$ cat src/rtl/ids_pim_pkg.sv
// ids_pim_pkg
// Shared definitions for the PIM command queue:
//   - funct3 encodings of the three PIM custom instructions
//   - pim_cmd_t: packed 52-bit command {funct3, sel_pim, size, mem_addr}
//   - pim_state_e: issue FSM states
//   - cmd_legal(): push-time command validation
package ids_pim_pkg;

   localparam logic [2:0] PIM_WRITE   = 3'b001;
   localparam logic [2:0] PIM_COMPUTE = 3'b010;
   localparam logic [2:0] PIM_LOAD    = 3'b100;

   typedef struct packed {
      logic [2:0]  funct3;
      logic [3:0]  sel_pim;
      logic [12:0] size;
      logic [31:0] mem_addr;
   } pim_cmd_t;

   typedef enum logic [1:0] {
      ST_IDLE       = 2'd0,
      ST_ISSUE      = 2'd1,
      ST_WAIT_START = 2'd2,
      ST_WAIT_DONE  = 2'd3
   } pim_state_e;

   // A command is worth storing only if it names a known operation and
   // actually moves data.
   function automatic logic cmd_legal(input pim_cmd_t cmd);
      return ((cmd.funct3 == PIM_WRITE) ||
              (cmd.funct3 == PIM_COMPUTE) ||
              (cmd.funct3 == PIM_LOAD)) && (cmd.size != 13'd0);
   endfunction

endpackage

$ cat src/rtl/ids_sync_fifo.sv
// ids_sync_fifo
// Single-clock FIFO with extended (one extra MSB) read/write pointers.
// All status outputs derive from registered pointers only.
// Ports:
//   clk, rst_n      clock, asynchronous active-low reset (pointers only)
//   push, wdata     write request / data (ignored when full)
//   pop             read request (ignored when empty)
//   rdata           head entry (valid when !empty)
//   full, empty     status
//   count           number of stored entries, 0..DEPTH
module ids_sync_fifo #(
   parameter int WIDTH = 52,
   parameter int DEPTH = 4
) (
   input  logic                     clk,
   input  logic                     rst_n,
   input  logic                     push,
   input  logic [WIDTH-1:0]         wdata,
   input  logic                     pop,
   output logic [WIDTH-1:0]         rdata,
   output logic                     full,
   output logic                     empty,
   output logic [$clog2(DEPTH):0]   count
);

   localparam int AW = $clog2(DEPTH);
   localparam logic [AW:0] PTR_ONE = {{AW{1'b0}}, 1'b1};

   logic [WIDTH-1:0] mem [DEPTH];
   logic [AW:0]      wr_ptr;
   logic [AW:0]      rd_ptr;

   always_ff @(posedge clk or negedge rst_n) begin
      if (!rst_n) begin
         wr_ptr <= '0;
         rd_ptr <= '0;
      end else begin
         if (push && !full)
            wr_ptr <= wr_ptr + PTR_ONE;
         if (pop && !empty)
            rd_ptr <= rd_ptr + PTR_ONE;
      end
   end

   // Storage needs no reset: the pointers alone decide what is valid.
   always_ff @(posedge clk) begin
      if (push && !full)
         mem[wr_ptr[AW-1:0]] <= wdata;
   end

   // Same index with differing wrap bits means the writer lapped the reader.
   assign full  = (wr_ptr[AW] != rd_ptr[AW]) && (wr_ptr[AW-1:0] == rd_ptr[AW-1:0]);
   assign empty = (wr_ptr == rd_ptr);
   assign count = wr_ptr - rd_ptr;
   assign rdata = mem[rd_ptr[AW-1:0]];

endmodule

$ cat src/rtl/ids_pim_cmd_queue.sv
// ids_pim_cmd_queue
// Buffers PIM commands from the core decode stage and issues them one at a
// time to the PIM DMA engine, retiring each when DMA busy falls.
// Optional macro IDS_CMDQ_PERF_EN adds retire / busy-cycle counters.
// Ports:
//   i_clk, i_rst_n            clock, asynchronous active-low reset
//   i_cmd_valid/o_cmd_ready   command handshake; transfer when both high.
//                             Ready is !full of the registered FIFO state.
//   i_cmd_funct3/sel_pim/size/mem_addr   command fields
//   o_dma_en                  one-cycle issue pulse
//   o_funct3/sel_pim/size/mem_addr       head operands, 0 when idle
//   i_dma_busy                DMA busy status
//   o_idle                    FSM idle and FIFO empty
//   o_err, i_err_clr          sticky error (illegal push / start timeout), clear
//   o_perf_cmds, o_perf_busy_cycles   (IDS_CMDQ_PERF_EN only)
module ids_pim_cmd_queue
   import ids_pim_pkg::*;
#(
   parameter int DEPTH         = 4,
   parameter int START_TIMEOUT = 8
) (
   input  logic        i_clk,
   input  logic        i_rst_n,
   input  logic        i_cmd_valid,
   output logic        o_cmd_ready,
   input  logic [2:0]  i_cmd_funct3,
   input  logic [3:0]  i_cmd_sel_pim,
   input  logic [12:0] i_cmd_size,
   input  logic [31:0] i_cmd_mem_addr,
   output logic        o_dma_en,
   output logic [2:0]  o_funct3,
   output logic [3:0]  o_sel_pim,
   output logic [12:0] o_size,
   output logic [31:0] o_mem_addr,
   input  logic        i_dma_busy,
   output logic        o_idle,
   output logic        o_err,
   input  logic        i_err_clr
`ifdef IDS_CMDQ_PERF_EN
   ,
   output logic [31:0] o_perf_cmds,
   output logic [31:0] o_perf_busy_cycles
`endif
);

   localparam int AW = $clog2(DEPTH);
   localparam int CW = $clog2(START_TIMEOUT + 1);
   localparam logic [AW:0]   CNT_ONE = {{AW{1'b0}}, 1'b1};
   localparam logic [CW-1:0] TO_LAST = CW'(START_TIMEOUT - 1);
   localparam logic [CW-1:0] TO_ONE  = CW'(1);

   pim_cmd_t    cmd_in;
   pim_cmd_t    head;
   logic        fifo_full;
   logic        fifo_empty;
   logic [AW:0] fifo_count;
   logic        accept;
   logic        legal;
   logic        fifo_push;
   logic        fifo_pop;
   logic        timeout_hit;
   logic        retire;
   logic        more_after_pop;

   pim_state_e  state;
   logic [CW-1:0] to_cnt;
   logic        dma_en_q;
   logic        err_q;

   assign cmd_in = {i_cmd_funct3, i_cmd_sel_pim, i_cmd_size, i_cmd_mem_addr};

   // Illegal commands still complete the handshake; they just never reach
   // the FIFO.
   assign o_cmd_ready = !fifo_full;
   assign accept      = i_cmd_valid && !fifo_full;
   assign legal       = cmd_legal(cmd_in);
   assign fifo_push   = accept && legal;

   assign timeout_hit = (state == ST_WAIT_START) && !i_dma_busy && (to_cnt == TO_LAST);
   assign retire      = (state == ST_WAIT_DONE) && !i_dma_busy;
   assign fifo_pop    = timeout_hit || retire;

   // A same-cycle push refills the queue even when the last entry retires.
   assign more_after_pop = (fifo_count > CNT_ONE) || fifo_push;

   ids_sync_fifo #(
      .WIDTH ($bits(pim_cmd_t)),
      .DEPTH (DEPTH)
   ) u_fifo (
      .clk   (i_clk),
      .rst_n (i_rst_n),
      .push  (fifo_push),
      .wdata (cmd_in),
      .pop   (fifo_pop),
      .rdata (head),
      .full  (fifo_full),
      .empty (fifo_empty),
      .count (fifo_count)
   );

   // Issue FSM. dma_en_q is raised together with every entry into ISSUE so
   // it is high exactly for the ISSUE cycle.
   always_ff @(posedge i_clk or negedge i_rst_n) begin
      if (!i_rst_n) begin
         state    <= ST_IDLE;
         to_cnt   <= '0;
         dma_en_q <= 1'b0;
      end else begin
         dma_en_q <= 1'b0;
         case (state)
            ST_IDLE: begin
               if (!fifo_empty && !i_dma_busy) begin
                  state    <= ST_ISSUE;
                  dma_en_q <= 1'b1;
               end
            end
            ST_ISSUE: begin
               to_cnt <= '0;
               state  <= ST_WAIT_START;
            end
            ST_WAIT_START: begin
               if (i_dma_busy)
                  state <= ST_WAIT_DONE;
               else if (to_cnt == TO_LAST)
                  state <= ST_IDLE;
               else
                  to_cnt <= to_cnt + TO_ONE;
            end
            ST_WAIT_DONE: begin
               if (!i_dma_busy) begin
                  if (more_after_pop) begin
                     state    <= ST_ISSUE;
                     dma_en_q <= 1'b1;
                  end else begin
                     state <= ST_IDLE;
                  end
               end
            end
            default: state <= ST_IDLE;
         endcase
      end
   end

   // Set has priority so an error coincident with a clear is not lost.
   always_ff @(posedge i_clk or negedge i_rst_n) begin
      if (!i_rst_n)
         err_q <= 1'b0;
      else if ((accept && !legal) || timeout_hit)
         err_q <= 1'b1;
      else if (i_err_clr)
         err_q <= 1'b0;
   end

   assign o_dma_en   = dma_en_q;
   assign o_err      = err_q;
   assign o_idle     = (state == ST_IDLE) && fifo_empty;

   // The head is stable from issue to retire because pushes never touch a
   // non-empty head slot.
   assign o_funct3   = (state != ST_IDLE) ? head.funct3   : 3'b0;
   assign o_sel_pim  = (state != ST_IDLE) ? head.sel_pim  : 4'b0;
   assign o_size     = (state != ST_IDLE) ? head.size     : 13'b0;
   assign o_mem_addr = (state != ST_IDLE) ? head.mem_addr : 32'b0;

`ifdef IDS_CMDQ_PERF_EN
   logic [31:0] perf_cmds_q;
   logic [31:0] perf_busy_q;

   always_ff @(posedge i_clk or negedge i_rst_n) begin
      if (!i_rst_n) begin
         perf_cmds_q <= '0;
         perf_busy_q <= '0;
      end else begin
         if (retire)
            perf_cmds_q <= perf_cmds_q + 32'd1;
         if (state == ST_WAIT_DONE)
            perf_busy_q <= perf_busy_q + 32'd1;
      end
   end

   assign o_perf_cmds        = perf_cmds_q;
   assign o_perf_busy_cycles = perf_busy_q;
`endif

endmodule

$ cat config.mk
export PLATFORM = sky130hd
export DESIGN_NAME = ids_pim_cmd_queue
export DESIGN_NICKNAME = d
export VERILOG_FILES = /design/src/rtl/ids_pim_pkg.sv /design/src/rtl/ids_sync_fifo.sv /design/src/rtl/ids_pim_cmd_queue.sv
export SDC_FILE = /design/constraint.sdc
export NUM_CORES = 1
export LEC_CHECK = 0
export ABC_CLOCK_PERIOD_IN_PS = 5800
export CAP_MARGIN = 20
export CORE_MARGIN = 1.5
export CORE_UTILIZATION = 55
export CTS_CLUSTER_SIZE = 30
export DETAILED_ROUTE_END_ITERATION = 7
export PLACE_DENSITY_LB_ADDON = 0.2
export RECOVER_POWER = 100
export SETUP_SLACK_MARGIN = 0.02
export SLEW_MARGIN = 20
export SYNTH_ARGS = -nofsm -noshare
export SYNTH_HDL_FRONTEND = slang
export SYNTH_SLANG_ARGS = --single-unit
$ cat constraint.sdc
create_clock -name i_clk -period 5.8 [get_ports i_clk]
set_input_delay 1.16 -clock i_clk [delete_from_list [all_inputs] [get_ports i_clk]]
set_output_delay 1.16 -clock i_clk [all_outputs]
set_load 0.02 [all_outputs]
# Word-level counts from Yosys, hierarchy flattened
# Memory sizes are Yosys's and may differ from the RTL's.
# Index checks and enable logic that the tools add are counted.
[totals]
reg_bits = 14
mem_bits_rw = 208
inputBits = 57
out_inout_bits = 56
word_cells = 76
memories = 1
[mem_list]
columns = ["memory", "depth", "word_bits", "read_ports", "rd_clocked_by_memory_dff", "write_ports", "line_no", "text"]
rows = [
  ["u_fifo.mem", 4, 52, 1, 0, 1, "ids_sync_fifo.sv:29", "logic [WIDTH-1:0] mem [DEPTH];"],
]
[op_classes]
n_addsub = 4
order_cmp = 1
n_eq_ne = 15
n_mux = 21
reduce_logical = 28
[ops]
columns = ["op", "count"]
rows = [
  ["32-bit 2-to-1 mux", 1],
  ["13-bit 2-to-1 mux", 1],
  ["13-bit nonzero test", 1],
  ["1-bit logical AND", 12],
  ["4-bit 2-to-1 mux", 3],
  ["1-bit 2-to-1 mux", 8],
  ["2-bit 2-to-1 mux", 4],
  ["2-bit != test, second input constant", 4],
  ["2-bit case mux with 4 select lines", 1],
  ["4-bit case mux with 2 select lines", 1],
  ["3-bit by 1-bit adder with 3-bit output, second input constant", 2],
  ["3-bit AND reduction", 2],
  ["2-bit nonzero test", 3],
  ["1-bit logical OR", 5],
  ["4-bit by 1-bit adder with 4-bit output, second input constant", 1],
  ["2-bit equality test, second input constant", 2],
  ["4-bit by 3-bit equality test with 1-bit output, second input constant", 1],
  ["1-bit logical NOT", 4],
  ["3-bit by 1-bit equality test with 1-bit output, second input constant", 1],
  ["3-bit by 2-bit equality test with 1-bit output, second input constant", 1],
  ["3-bit equality test", 1],
  ["3-bit equality test, second input constant", 1],
  ["3-bit by 1-bit > comparator with 1-bit output, second input constant", 1],
  ["3-bit 2-to-1 mux", 1],
  ["other kinds (7)", 7],
]

# Longest topological paths before layout
[logic_depth]
ltp_word = 9
depth_mapped = 8
mapped_depth_nobuf = 7

# Hierarchy
# From an unflattened synthesis, not the netlist that was laid out.
[unflattened]
hier_cells = 443
hier_area_um2 = 8917.3
[modules_own_cells]
columns = ["mod", "n_inst", "cells_each", "area_each_um2", "seq_area_each_um2"]
rows = [
  ["ids_sync_fifo", 1, 316, 7952.6, 6396.1],
  ["ids_pim_cmd_queue", 1, 127, 964.7, 200.2],
]

# Worst setup path before layout
# OpenSTA, ideal clock, no wires.
[synth_timing]
path_type = "input port to flip-flop"
from = "input port i_cmd_size[8]"
to = "memory u_fifo.mem[3][0] (enable)"
arrival_ns = 4.444
required_ns = 5.306
path_slack_ns = 0.862
path_stages = 3
path_buffers = 0
path_cell_list = "nor3_1 and4_1 nor4b_2"
[synth_between]
elab_chain_cells = 6
[synth_lines]
columns = ["item", "line_no", "text"]
rows = [
  ["start: declaration", "ids_pim_cmd_queue.sv:28", "input logic [12:0] i_cmd_size,"],
  ["13-bit nonzero test", "ids_pim_pkg.sv:32", "(cmd.funct3 == PIM_LOAD)) && (cmd.size != 13'd0);"],
  ["1-bit logical AND", "ids_pim_pkg.sv:32", ""],
  ["1-bit logical AND", "ids_pim_cmd_queue.sv:77", "assign fifo_push = accept && legal;"],
  ["1-bit logical AND", "ids_sync_fifo.sv:47", "if (push && !full)"],
  ["1-bit 2-to-1 mux", "ids_sync_fifo.sv:47", ""],
  ["1-bit 2-to-1 mux (implied by the code)", "ids_sync_fifo.sv:48", "mem[wr_ptr[AW-1:0]] <= wdata;"],
  ["end: declaration", "ids_sync_fifo.sv:29", ""],
]
# Every way passes these cells.

# Worst setup path in the final report
[layout_timing]
from = "register u_fifo.rd_ptr[0]"
to = "output port o_size[9]"
[layout_between]
elab_chain_cells = 2
[layout_lines]
columns = ["item", "line_no", "text"]
rows = [
  ["start: declaration", "ids_sync_fifo.sv:31", "logic [AW:0] rd_ptr;"],
  ["start signal: assignment", "ids_sync_fifo.sv:41", "rd_ptr <= rd_ptr + PTR_ONE;"],
  ["memory 4 x 52 bit", "n/a", ""],
  ["13-bit 2-to-1 mux", "ids_pim_cmd_queue.sv:162", "assign o_size = (state != ST_IDLE) ? head.size : 13'b0;"],
  ["end: declaration", "ids_pim_cmd_queue.sv:33", "output logic [12:0] o_size,"],
]
# Every way passes these cells.

==> results.py <==
metrics = {
    "run_status": {
        "status": "finished with violations",
        "violations": "max-capacitance violations, max-slew violations",
    },
    "clocking": {
        "hold_buffers": 0,
        "cts_tree": "built",
        "cts_buffers": 23,
        "clkTransAtPathRegs_ns": 0.06,
        "cts_resized": 0,
        "cts_setup_buffers": 0,
        "clk_latency_ns": 0.50,
        "root_buffer": "clkbuf_16",
        "htree_levels": 1,
        "clockBufferDepth": 3,
        "clkSinkCount": 222,
    },
    "synth": {
        "synth_ff_type": "edfxtp_1",
        "synthCells": 431,
        "synth.area.top_cells": "edfxtp_1, mux4_2, dfrtp_1",
        "synth-seq-cells": 222,
        "synth_largest_area_cell": "edfxtp_1",
        "ys_types": 43,
        "synth.most_common_cell": "edfxtp_1",
        "synth.top_cell.area_share_pct": 70.8,
        "synth-seq-area-share_pct": 74.7,
        "synth_edf_count": 208,
        "syn-num-nets": 501,
        "synthTopCellsByCount": "edfxtp_1, nor2b_1, mux4_2",
        "avgSynthCellArea_sq_um": 20.5,
        "synth_warnings": 0,
        "ys_async_sr_fraction_pct": 6.31,
        "synth_area_sq_um": 8830,
    },
    "floorplan": {
        "core_sq_um": 15800,
        "initial_core_util_pct": 56.0,
        "chipWidth_microns": 130,
        "die_area_sq_um": 16800,
        "rows": 46,
        "die_h_microns": 130,
        "io_pins": 113,
    },
    "global_routing": {
        "overflow": 0,
        "grt_usage_pct": 21.0,
        "antenna_found_initial": 2,
        "grt_pass1_wl_microns": 26000,
        "grt_max_degree": 42,
        "grt_pass1_vias": 4633,
    },
    "sta": {
        "period_minus_slack_ns": 4.80,
        "hold_viol_final": 0,
        "tns_ns": 0,
        "setup_viol": 0,
        "finalMaxSlewViolations": 13,
        "skew_ns": 0.0180,
        "worst_pin_slew_ns": 1.66,
        "whs_ns": 0.533,
        "rsz0062_at_grt": "false",
        "fmax_ghz": 0.208,
        "relSlewSlack_pct": -10.6,
        "finalCritPeriodShare_pct": 82.8,
    },
    "detailed_routing": {
        "postRouteAntennaNets": 0,
        "remaining_drc_errors": 0,
        "via_per_inst": 5.59,
        "totalWireLength_microns": 16900,
        "firstDrtPassIters": 4,
        "wl_per_cell_microns": 21.3,
        "drtIter0Drc": 221,
        "vias": 4442,
    },
    "power_and_ir_drop": {
        "irDropWorstVdd_mv": 0.333,
        "static-leakage-power_nw": 3.69,
        "p_per_area_nw_per_um2": 505,
        "total_power_w": 0.00552,
    },
    "worst_setup_path": {
        "start_kind": "register",
        "worstPathArrival_ns": 3.64,
        "regToRegSetupSlack_ns": 1.50,
        "path_class": "reg2out",
        "endpoint_kind": "output pin",
        "cp_max_fo": 24,
        "crit_required_ns": 4.64,
    },
    "place": {
        "dpl.hpwl_microns": 10100,
        "io_buffer_count": 112,
        "globalplace.congestion": 0.763,
        "dpl_cell_area_sq_um": 10300,
    },
    "final_layout": {
        "area_growth_pct": 23.8,
        "final_area_sq_um": 10900,
        "drive_above_1_share_pct": 16.6,
        "fin_nets": 631,
        "fillCellCount": 1042,
    },
    "job": {
        "drv_cap": 1,
    },
    "min_path": {
        "hold_class": "reg2reg",
    },
}
==> flip-flops by register name (all words and copies together), names as in the netlist <==
signal / cells
u_fifo.wr_ptr: 3
o_err: 1
u_fifo.rd_ptr: 3
o_dma_en: 1
u_fifo.mem: 208
to_cnt: 4
state: 2
==> through the flow <==
stage	worst slack, ns	cells	util (%)
3_3_place_gp	2.03	752	65.0
3_5_place_dp	2.01	752	65.0
4_1_cts	1.46	793	69.5
5_1_grt	0.697	793	69.3
6_report	1.00	795	69.3
2_1_floorplan	0.862	431	-
==> worst max-delay path, stage by stage (launching register included) <==
cell and delay (ns):
dfrtp_4 0.76, clkbuf_1 0.91, mux4_2 0.60, nor2b_1 0.17, dlygate4sd3_1 0.68
==> worst paths after layout <==
path                                               from                      endpoint  depth (start not counted)
max                        u_fifo.rd_ptr[0]$_DFFE_PN0P_                     o_size[9]                          4
min                                   o_err$_DFFE_PN0P_             o_err$_DFFE_PN0P_                          2
max reg2reg                u_fifo.rd_ptr[0]$_DFFE_PN0P_   u_fifo.mem[2][13]$_DFFE_PP_                          7
min reg2reg                           o_err$_DFFE_PN0P_             o_err$_DFFE_PN0P_                          2
max in group asynchronous                       i_rst_n  u_fifo.rd_ptr[0]$_DFFE_PN0P_                          1
min in group asynchronous                       i_rst_n             o_err$_DFFE_PN0P_                          1
==> per-layer routing <==
metal	global-route usage (%)	wire length (microns)
met5	0	10
met4	5.88	295
met3	5.04	1050
met2	34.1	8570
met1	29.1	6980
==> kinds of logic (layout without fill, tap and decap cells) <==
group | count (synthesis) | in the layout | share of synthesized area (%)
and+or+nand+nor | 86 | 86 | 5.95
muxes | 54 | 54 | 13.5
xor gates and xnor gates | 7 | 7 | 0.936
DFF | 222 | 222 | 74.7
AOI/OAI and AO/OA | 24 | 24 | 1.74
adders and majority gates | 13 | 13 | 1.93
other | 0 | 2 | 0
buffers and inverters | 25 | 171 | 1.19
==> power by group <==
| group | internal [W] | switching [W] | leakage, nW |
|---|---|---|---|
| clock network | 0.000814 | 0.000560 | 0.335 |
| registers | 0.00198 | 0.000185 | 2.06 |
| logic | 0.000964 | 0.00102 | 1.29 |
| total | 0.00376 | 0.00176 | 3.69 |
==> layout make-up <==
cell class	count	area (sq um)	share of cell area, %
Clock inverter	12	103	0.939
Inverter	7	26.3	0.240
Timing Repair Buffer	123	1210	11.1
Multi-Input combinational cell	184	2110	19.3
Clock buffer	29	598	5.47
Sequential cell	222	6600	60.4
Tap cell	216	270	2.47
Antenna cell	2	5.00	0.0458
==> layout by cell type, fill, tap and decap left out, types with 3 or more instances in the layout <==
master	n
buf_4	9
dlygate4sd3_1	107
clkbuf_16	23
edfxtp_1	208
clkinv_1	8
clkbuf_1	7
and2_0	3
mux4_2	52
ha_1	11
o21ai_0	9
nor2_1	3
clkdlybuf4s50_1	5
xnor2_1	3
nor3_1	3
dfrtp_1	12
a21oi_1	5
nor2b_1	55
nand2_1	6
nand3_1	4
inv_1	7
(Power assumes the default switching activity.)
